$ cat config.mk
export PLATFORM = sky130hd
export DESIGN_NAME = pipe_mem_stage
export DESIGN_NICKNAME = d
export VERILOG_FILES = /design/src/rtl/pipe_pkg.sv /design/src/rtl/pipe_mem_stage.sv
export SDC_FILE = /design/constraint.sdc
export NUM_CORES = 1
export LEC_CHECK = 0
export ABC_AREA = 1
export CORE_UTILIZATION = 45
export CTS_CLUSTER_DIAMETER = 60
export DETAILED_ROUTE_END_ITERATION = 8
export MAX_ROUTING_LAYER = met4
export PLACE_DENSITY = 0.8
export SYNTH_ARGS = -nofsm -noshare
export SYNTH_HDL_FRONTEND = slang
export SYNTH_SLANG_ARGS = --single-unit
export TNS_END_PERCENT = 10
$ cat constraint.sdc
create_clock -name clk -period 1.5 [get_ports clk]
set_input_delay 0.45 -clock clk [delete_from_list [all_inputs] [get_ports clk]]
set_output_delay 0.45 -clock clk [all_outputs]
set_load 0.005 [all_outputs]
$ cat src/rtl/pipe_pkg.sv
// pipe_pkg: shared definitions for the pipeline MEM stage.
//   PIPE_DATA_W  default datapath/address width
//   PIPE_RD_W    default destination register index width
//   mem_state_t  MEM stage handshake FSM states (IDLE, WAIT)
package pipe_pkg;

  localparam int PIPE_DATA_W = 8;
  localparam int PIPE_RD_W   = 2;

  typedef enum logic [0:0] {
    IDLE = 1'b0,
    WAIT = 1'b1
  } mem_state_t;

endpackage

$ cat src/rtl/pipe_mem_stage.sv
// pipe_mem_stage: MEM stage sitting after the EX/MEM register.
// ALU-only instructions pass into the MEM/WB register with one cycle of
// latency. Loads and stores run a req/ack handshake against a
// variable-latency data memory, stalling upstream until ack or timeout.
//
// Ports:
//   clk, reset                  rising-edge clock, synchronous active-high reset
//   in_valid/in_rd/in_alu/...   EX/MEM slot (in_alu is the address for ld/st)
//   stall                       combinational hold for EX/MEM and earlier stages
//   mem_req/mem_we/mem_addr/
//   mem_wdata                   registered memory request bundle
//   mem_ack/mem_rdata           1-cycle completion pulse and read data
//   out_valid/out_rd/out_data/
//   out_reg_wr                  MEM/WB register
//   err                         sticky error (ld+st conflict or memory timeout)
module pipe_mem_stage
  import pipe_pkg::*;
#(
  parameter int DATA_W  = PIPE_DATA_W,
  parameter int RD_W    = PIPE_RD_W,
  parameter int TIMEOUT = 15,
  parameter int TO_W    = 4
) (
  input  logic              clk,
  input  logic              reset,
  input  logic              in_valid,
  input  logic [RD_W-1:0]   in_rd,
  input  logic [DATA_W-1:0] in_alu,
  input  logic              in_reg_wr,
  input  logic              in_mem_rd,
  input  logic              in_mem_wr,
  input  logic [DATA_W-1:0] in_st_data,
  output logic              stall,
  output logic              mem_req,
  output logic              mem_we,
  output logic [DATA_W-1:0] mem_addr,
  output logic [DATA_W-1:0] mem_wdata,
  input  logic              mem_ack,
  input  logic [DATA_W-1:0] mem_rdata,
  output logic              out_valid,
  output logic [RD_W-1:0]   out_rd,
  output logic [DATA_W-1:0] out_data,
  output logic              out_reg_wr,
  output logic              err
);

  // Last WAIT cycle index: counter starts at 0 in the first WAIT cycle.
  localparam logic [TO_W-1:0] TO_LAST = TO_W'(TIMEOUT - 1);
  localparam logic [TO_W-1:0] CNT_ONE = TO_W'(1);

  mem_state_t      state;
  logic [TO_W-1:0] cnt;
  logic [RD_W-1:0] cap_rd;
  logic            cap_reg_wr;
  logic            cap_load;
  logic            mem_op;
  logic            to_hit;

  assign mem_op = in_mem_rd | in_mem_wr;
  assign to_hit = (cnt == TO_LAST);

  // Upstream hold: a new mem op stalls at once; WAIT releases on ack or timeout.
  always_comb begin
    stall = 1'b0;
    case (state)
      IDLE: begin
        if (in_valid && mem_op) stall = 1'b1;
        else                    stall = 1'b0;
      end
      WAIT: begin
        if (mem_ack || to_hit) stall = 1'b0;
        else                   stall = 1'b1;
      end
      default: stall = 1'b0;
    endcase
  end

  // Handshake FSM plus MEM/WB register and memory request bundle.
  always_ff @(posedge clk) begin
    if (reset) begin
      state      <= IDLE;
      cnt        <= '0;
      cap_rd     <= '0;
      cap_reg_wr <= 1'b0;
      cap_load   <= 1'b0;
      mem_req    <= 1'b0;
      mem_we     <= 1'b0;
      mem_addr   <= '0;
      mem_wdata  <= '0;
      out_valid  <= 1'b0;
      out_rd     <= '0;
      out_data   <= '0;
      out_reg_wr <= 1'b0;
      err        <= 1'b0;
    end else begin
      case (state)
        IDLE: begin
          if (in_valid && mem_op) begin
            // mem_addr/mem_wdata double as the captured address and store data.
            cap_rd     <= in_rd;
            cap_reg_wr <= in_reg_wr;
            cap_load   <= in_mem_rd;
            mem_req    <= 1'b1;
            mem_we     <= in_mem_wr & ~in_mem_rd;
            mem_addr   <= in_alu;
            mem_wdata  <= in_st_data;
            out_valid  <= 1'b0;
            cnt        <= '0;
            state      <= WAIT;
            // Conflicting ld+st runs as a load but is flagged.
            if (in_mem_rd && in_mem_wr) err <= 1'b1;
            else                        err <= err;
          end else if (in_valid) begin
            out_valid  <= 1'b1;
            out_rd     <= in_rd;
            out_data   <= in_alu;
            out_reg_wr <= in_reg_wr;
          end else begin
            out_valid <= 1'b0;
          end
        end
        WAIT: begin
          if (mem_ack) begin
            // Ack beats timeout when both land on the same cycle.
            mem_req   <= 1'b0;
            out_valid <= 1'b1;
            out_rd    <= cap_rd;
            state     <= IDLE;
            if (cap_load) begin
              out_data   <= mem_rdata;
              out_reg_wr <= cap_reg_wr;
            end else begin
              out_data   <= mem_addr;
              out_reg_wr <= 1'b0;
            end
          end else if (to_hit) begin
            mem_req    <= 1'b0;
            out_valid  <= 1'b1;
            out_rd     <= cap_rd;
            out_data   <= '0;
            out_reg_wr <= 1'b0;
            err        <= 1'b1;
            state      <= IDLE;
          end else begin
            out_valid <= 1'b0;
            cnt       <= cnt + CNT_ONE;
          end
        end
        default: begin
          state   <= IDLE;
          mem_req <= 1'b0;
        end
      endcase
    end
  end

endmodule

==> flow_summary.ini, run 1 <==
[cts]
cts_hold_buf = 0
cts_sinks = 40
cts_htree_levels = 2
clk_pin_slew_worst_paths_ps = 80
clock_latency_ps = 290
cts_buffers = 5
clock_path_buffers = 2
clock-root-buffer = clkbuf_8
cts_tree = built

[timing]
slew_violations = 0
setup-violations-final = 9
tightest_slew_ps = 245.3
max_freq_mhz = 617.6
fin_skew_ps = 5.972
fin_crit_sh = 1.079
layout_min_cycle_time_ps = 1619
slew_headroom = 0.8363
rsz0062_at_grt = true
tns_ps = -200.3
fin_ws_ps = -119.2
hold_viol = 0

[worst_setup_path]
start_kind = primary input
cp.required_ps = 1050
ff2ff_path_depth = 12
rrSetupSlack_ps = -20
critPathCaptureType = output pin
path_max_fanout = 2
worstPathArrival_ps = 1170
path_class = primary input to output pin

[placed_design]
io_buffer_count = 64
dpl_cell_area_um2 = 2646
hpwl_um = 3340
gp_congestion = 0.8680

[synthesis]
synth_flop_cell = dfxtp_1
yosys-top-cells-area = dfxtp_1 (43%), nand2_1 (12%), nor2_1 (10%)
synth.top_cell.area_share = 0.4318
synthArstFlopShare = 0
synthesis.area_um2 = 1854
netlist_top_cells_count = nand2_1 (61), nor2_1 (51), dfxtp_1 (40)
synth_largest_area_cell = dfxtp_1
yosysWarnings = 0
synth_nets = 305
synth_cell_types = 24
ys_ff_latch = 40
syn_inst = 270
yosysMostFrequentCell = nand2_1
postSynthAreaPerCell_um2 = 6.868
synth-edff-count = 0
yosysSeqAreaShare = 0.4318

[final_layout]
antenna_cells = 0
fin_area_um2 = 2841
area_growth_pct = 53.24
final_nets = 392
drive_gt1_frac = 0.2095

[pwr]
clock_power_share = 0.299
seqPwrFrac = 0.483
switching_share = 0.2711
intPower_uw = 1797
ir_drop_v = 0.0005237
p_total_uw = 2465
p_leak_uw = 0.001431
power_frac_comb = 0.218
p_switching_uw = 668.3
power-per-cell-area_nw_per_um2 = 867.4

[global_routing]
first_global_vias = 1825
antenna_found_initial = 0
grt_pass1_wl_um = 7914
gr-total-overflow = 0
grt_usage = 0.2456
grt_start_max_net_pins = 29

[min_path]
worstHoldPathType = flop to flop
min_path_cells = 2

[routing]
drt_wl_total_um = 5017
viasPerCell = 4.926
first_pass_iters = 4
ant_nets = 0
drt_iter0_drc = 112
drc = 0
detail_route.wl_per_cell_um = 12.36
via_count = 2000

[job]
max_cap_violations = 0

[die]
row_count = 22
ios = 65
die_y_um = 66.19
initial_core_util = 0.4881
dieWidth_um = 66.19
die-area_um2 = 4381
core_area_um2 = 3799

[run_status]
violations = setup timing
status = finished, violations left
[through the flow]
step	setup WS (ps)	cells	hold WS, ps	util
after detailed placement	-674.0	390	444.4	0.6966
after floorplan	57.77	270	446.6	-
after global routing	-163.8	406	484.6	0.7480
after CTS	-103.5	404	452.7	0.7335
after global placement	-662.6	390	445.1	0.6966
final	-119.2	406	452.9	0.7480
[path summary, 6_finish.rpt]
kind | from | to
hold reg to reg | err | err
setup reg to reg | cnt[0] | out_rd[0]
hold / removal | err | err
setup / recovery | in_mem_wr | stall
[area by class of cell]
cell class,count,area (um^2)
timing repair buffer,92,828.3
multi-input combinational,186,920.9
fill,281,957.2
tap,48,60.06
sequential,40,822.0
inverter,32,120.1
clock buffer,8,90.09
[layer usage]
layer  wire (um)  vias to the layer above  track usage
met4         129                        0       0.1170
met3         244                       17      0.05345
met1        2175                      908       0.2821
met2        2467                       61       0.4056
li1            -                     1014            -
met5           0                        -            -
[power by group through the flow]
stage / combinational [uW] / clock (uW) / sequential [uW]
after floorplan: 249 / 0 / 1210
after global placement: 544 / 0 / 1200
after detailed placement: 549 / 0 / 1210
after CTS: 517 / 739 / 1190
after global routing: 597 / 789 / 1200
final: 537 / 736 / 1190
[cell usage in the layout, fill, tap and decap left out, types with 2 or more instances in the layout]
cell type,n
a21oi_1,11
o21ai_0,16
nand3b_1,2
a21oi_2,6
clkdlybuf4s50_1,28
nor2_1,50
inv_2,6
nand2_1,59
dfxtp_2,17
clkbuf_1,2
clkbuf_8,6
o21ai_1,8
inv_1,25
nand2_4,2
buf_6,3
buf_4,25
dfxtp_1,23
nand3_4,2
nor2_4,2
dlygate4sd2_1,35
nand3_1,18
nand2_2,3
[kinds of logic (layout without fill, tap and decap cells)]
| group | Yosys count | in the layout | share of synthesized area |
|---|---|---|---|
| AOI/OAI and AO/OA | 43 | 43 | 0.1323 |
| xor gates and xnor gates | 1 | 1 | 0.004724 |
| adders and majority gates | 2 | 2 | 0.01349 |
| buffers and inverters | 45 | 132 | 0.1073 |
| DFF | 40 | 40 | 0.4318 |
| and+or+nand+nor | 139 | 140 | 0.3104 |
[registers in the layout (all words and copies together) (netlist names)]
signal      flops
cnt             4
out_valid       1
cap_reg_wr      1
mem_we          1
out_rd          2
state           1
out_reg_wr      1
err             1
mem_wdata       8
cap_load        1
mem_addr        8
mem_req         1
cap_rd          2
out_data        8
[critical path: stages]
cell	delay, ps
dlygate4sd2_1	270
nor2_4	150
nor2_4	60
inv_2	60
nand2_2	60
buf_6	110
[what timing repair did]
action	CTS	global route
pin swaps	3	5
setup buffers	6	1
resized for setup	64	9
setup endpoints to repair	41	16
gates cloned	0	1
No activity file was read; power rests on OpenSTA's default activity.
==> run 2: changes to the inputs <==
Settings changed: ABC_AREA 1 to default, CORE_UTILIZATION 45 to 44, MAX_ROUTING_LAYER met4 to default, PLACE_DENSITY 0.8 to 0.79.
Clock period 1.5 ns to 1.8 ns, I/O delays scaled along.
==> flow_summary.ini, run 2 <==
[job]
max_cap_violations = 0

[global_routing]
grt_usage = 0.2627
grt_pass1_wl_um = 8818
grt_start_max_net_pins = 28
first_global_vias = 1836
gr-total-overflow = 0
antenna_found_initial = 0

[placed_design]
hpwl_um = 3559
gp_congestion = 0.8284
io_buffer_count = 64
dp.cells = 322

[die]
row_count = 22
dieWidth_um = 66.19
core_area_um2 = 3799
die-area_um2 = 4381
die_y_um = 66.19
ios = 65
initial_core_util = 0.4773

[worst_setup_path]
cpPeakStageDelay_ps = 330
rr_startpoint = cnt[0]
crit_chain = inv_2, ha_4, nand3_2, a22oi_2, inv_1, buf_2
cp.required_ps = 1260
worst_path_dominant_cell_family = flip-flops
critPathCaptureType = output pin
path_class = flop to output pin
cp_num_buf_inv = 3
start_kind = flop
path_max_fanout = 2
cp_slowest_cell = dfxtp_2
cp-startpoint = cnt[0]
worstPathArrival_ps = 1300

[synthesis]
yosys-top-cells-area = dfxtp_1 (44%), a21oi_1 (9.7%), nand3_1 (6.1%)
yosysSeqAreaShare = 0.4417
synth-edff-count = 0
syn_inst = 204
synth_flop_cell = dfxtp_1
postSynthAreaPerCell_um2 = 8.887
synth.top_cell.area_share = 0.4417
synth_cell_types = 36
synthArstFlopShare = 0
yosysMostFrequentCell = dfxtp_1
synthesis.area_um2 = 1813
yosysWarnings = 0
ys_ff_latch = 40
synth_nets = 239
netlist_top_cells_count = dfxtp_1 (40), a21oi_1 (35), nand3_1 (22)
synth_largest_area_cell = dfxtp_1

[min_path]
worstHoldPathType = flop to flop
hp-start = cap_rd[1]

[final_layout]
area_growth_pct = 57.56
antenna_cells = 0
drive_gt1_frac = 0.2491
fin_cells = 333
top_regs = mem_addr (8), mem_wdata (8), out_data (8)
final_nets = 319
layout_commonest_cell = clkdlybuf4s50_1
fin_util = 0.7520
fillers = 290
mostFrequentLayoutCells = clkdlybuf4s50_1 (59), dfxtp_1 (38), a21oi_1 (35)
multi_input_area_um2 = 999.7
final-seq-area_um2 = 803.3

[run_status]
violations = setup timing
status = finished, violations left

[pwr]
p_total_uw = 2207
switching_share = 0.2485
power-per-cell-area_nw_per_um2 = 772.5
power_frac_comb = 0.203
p_switching_uw = 548.3
seqPwrFrac = 0.444
p_leak_uw = 0.001100
clock_power_share = 0.353
intPower_uw = 1658
ir_drop_v = 0.0005948

[cts]
clock-root-buffer = clkbuf_8
cts_htree_levels = 2
cts_sinks = 40
clk_pin_slew_worst_paths_ps = 80
clock_path_buffers = 2
cts_tree = built
cts_hold_buf = 0
clock_latency_ps = 290
cts_buffers = 5

[timing]
rsz0062_at_grt = true
setup-violations-final = 1
tightest_slew_ps = 544.6
fin_skew_ps = 6.449
max_freq_mhz = 543.6
slew_violations = 0
fin_crit_sh = 1.022
layout_min_cycle_time_ps = 1840
fin_ws_ps = -39.58
slew_headroom = 0.6365
hold_viol = 0

[routing]
via_count = 1898
first_pass_iters = 4
ant_nets = 0
drt_wl_total_um = 5298
viasPerCell = 5.700
drc = 0
detail_route.wl_per_cell_um = 15.91
drt_iter0_drc = 128
## run 2: path summary, 6_finish.rpt
| check | end | slack, ps | depth (start not counted) |
|---|---|---|---|
| setup / recovery | stall | -40 | 6 |
| hold / removal | cap_rd[1] | 480 | 2 |
| setup reg to reg | out_reg_wr | 50 | 8 |
| hold reg to reg | cap_rd[1] | 480 | 2 |
## run 2: area by class of cell
cell class / instances / area share
Sequential cell: 40 / 0.2812
Timing Repair Buffer: 93 / 0.2987
Inverter: 5 / 0.006570
Multi-Input combinational cell: 139 / 0.3500
Clock inverter: 2 / 0.01358
Clock buffer: 6 / 0.02891
Tap cell: 48 / 0.02102
## run 2: stage by stage
stage	hold WS [ps]	worst slack, ps	instance area (um^2)	setup TNS, ps
detailed placement	468.6	-719.8	2625	-3554
global placement	461.5	-693.3	2625	-2973
global route	496.4	-140.5	2856	-148.1
CTS	479.6	-19.60	2789	-19.60
finish	479.3	-39.58	2856	-39.58
floorplan	453.5	127.3	1813	0
## run 2: power by group through the flow
stage	combinational, uW	sequential (uW)	clock, uW
3_3_place_gp	419	993	0
6_report	449	979	779
4_1_cts	432	976	790
3_5_place_dp	423	996	0
5_1_grt	491	986	827
2_1_floorplan	182	991	0
## run 2: cell families (layout without fill, tap and decap cells)
group,Yosys count,in the layout,share of synthesized area
fa+ha+maj,2,2,0.01380
flops,40,40,0.4417
compound gates,83,83,0.2774
buf+inv,25,106,0.06349
simple gates,44,44,0.1429
mux,10,10,0.06073
## run 2: what timing repair did
item	in CTS	in global routing
endpoints found under the setup margin	1	11
pin swaps	3	1
gates resized for setup	25	9
buffers inserted	3	0
endpoints found under the hold margin	0	0
## run 2: metal layers
layer	up-vias	track usage	routed length, um
li1	930	-	-
met1	912	0.3628	2489
met2	51	0.4043	2523
met3	5	0.06552	233
met4	0	0.07181	52
met5	-	0	0
## run 2: worst min-delay path: cells and delay by family (launching register included)
| family | cells | cell delay (ps) |
|---|---|---|
| DFF | 1 | 310 |
| AOI/OAI and AO/OA | 2 | 130 |
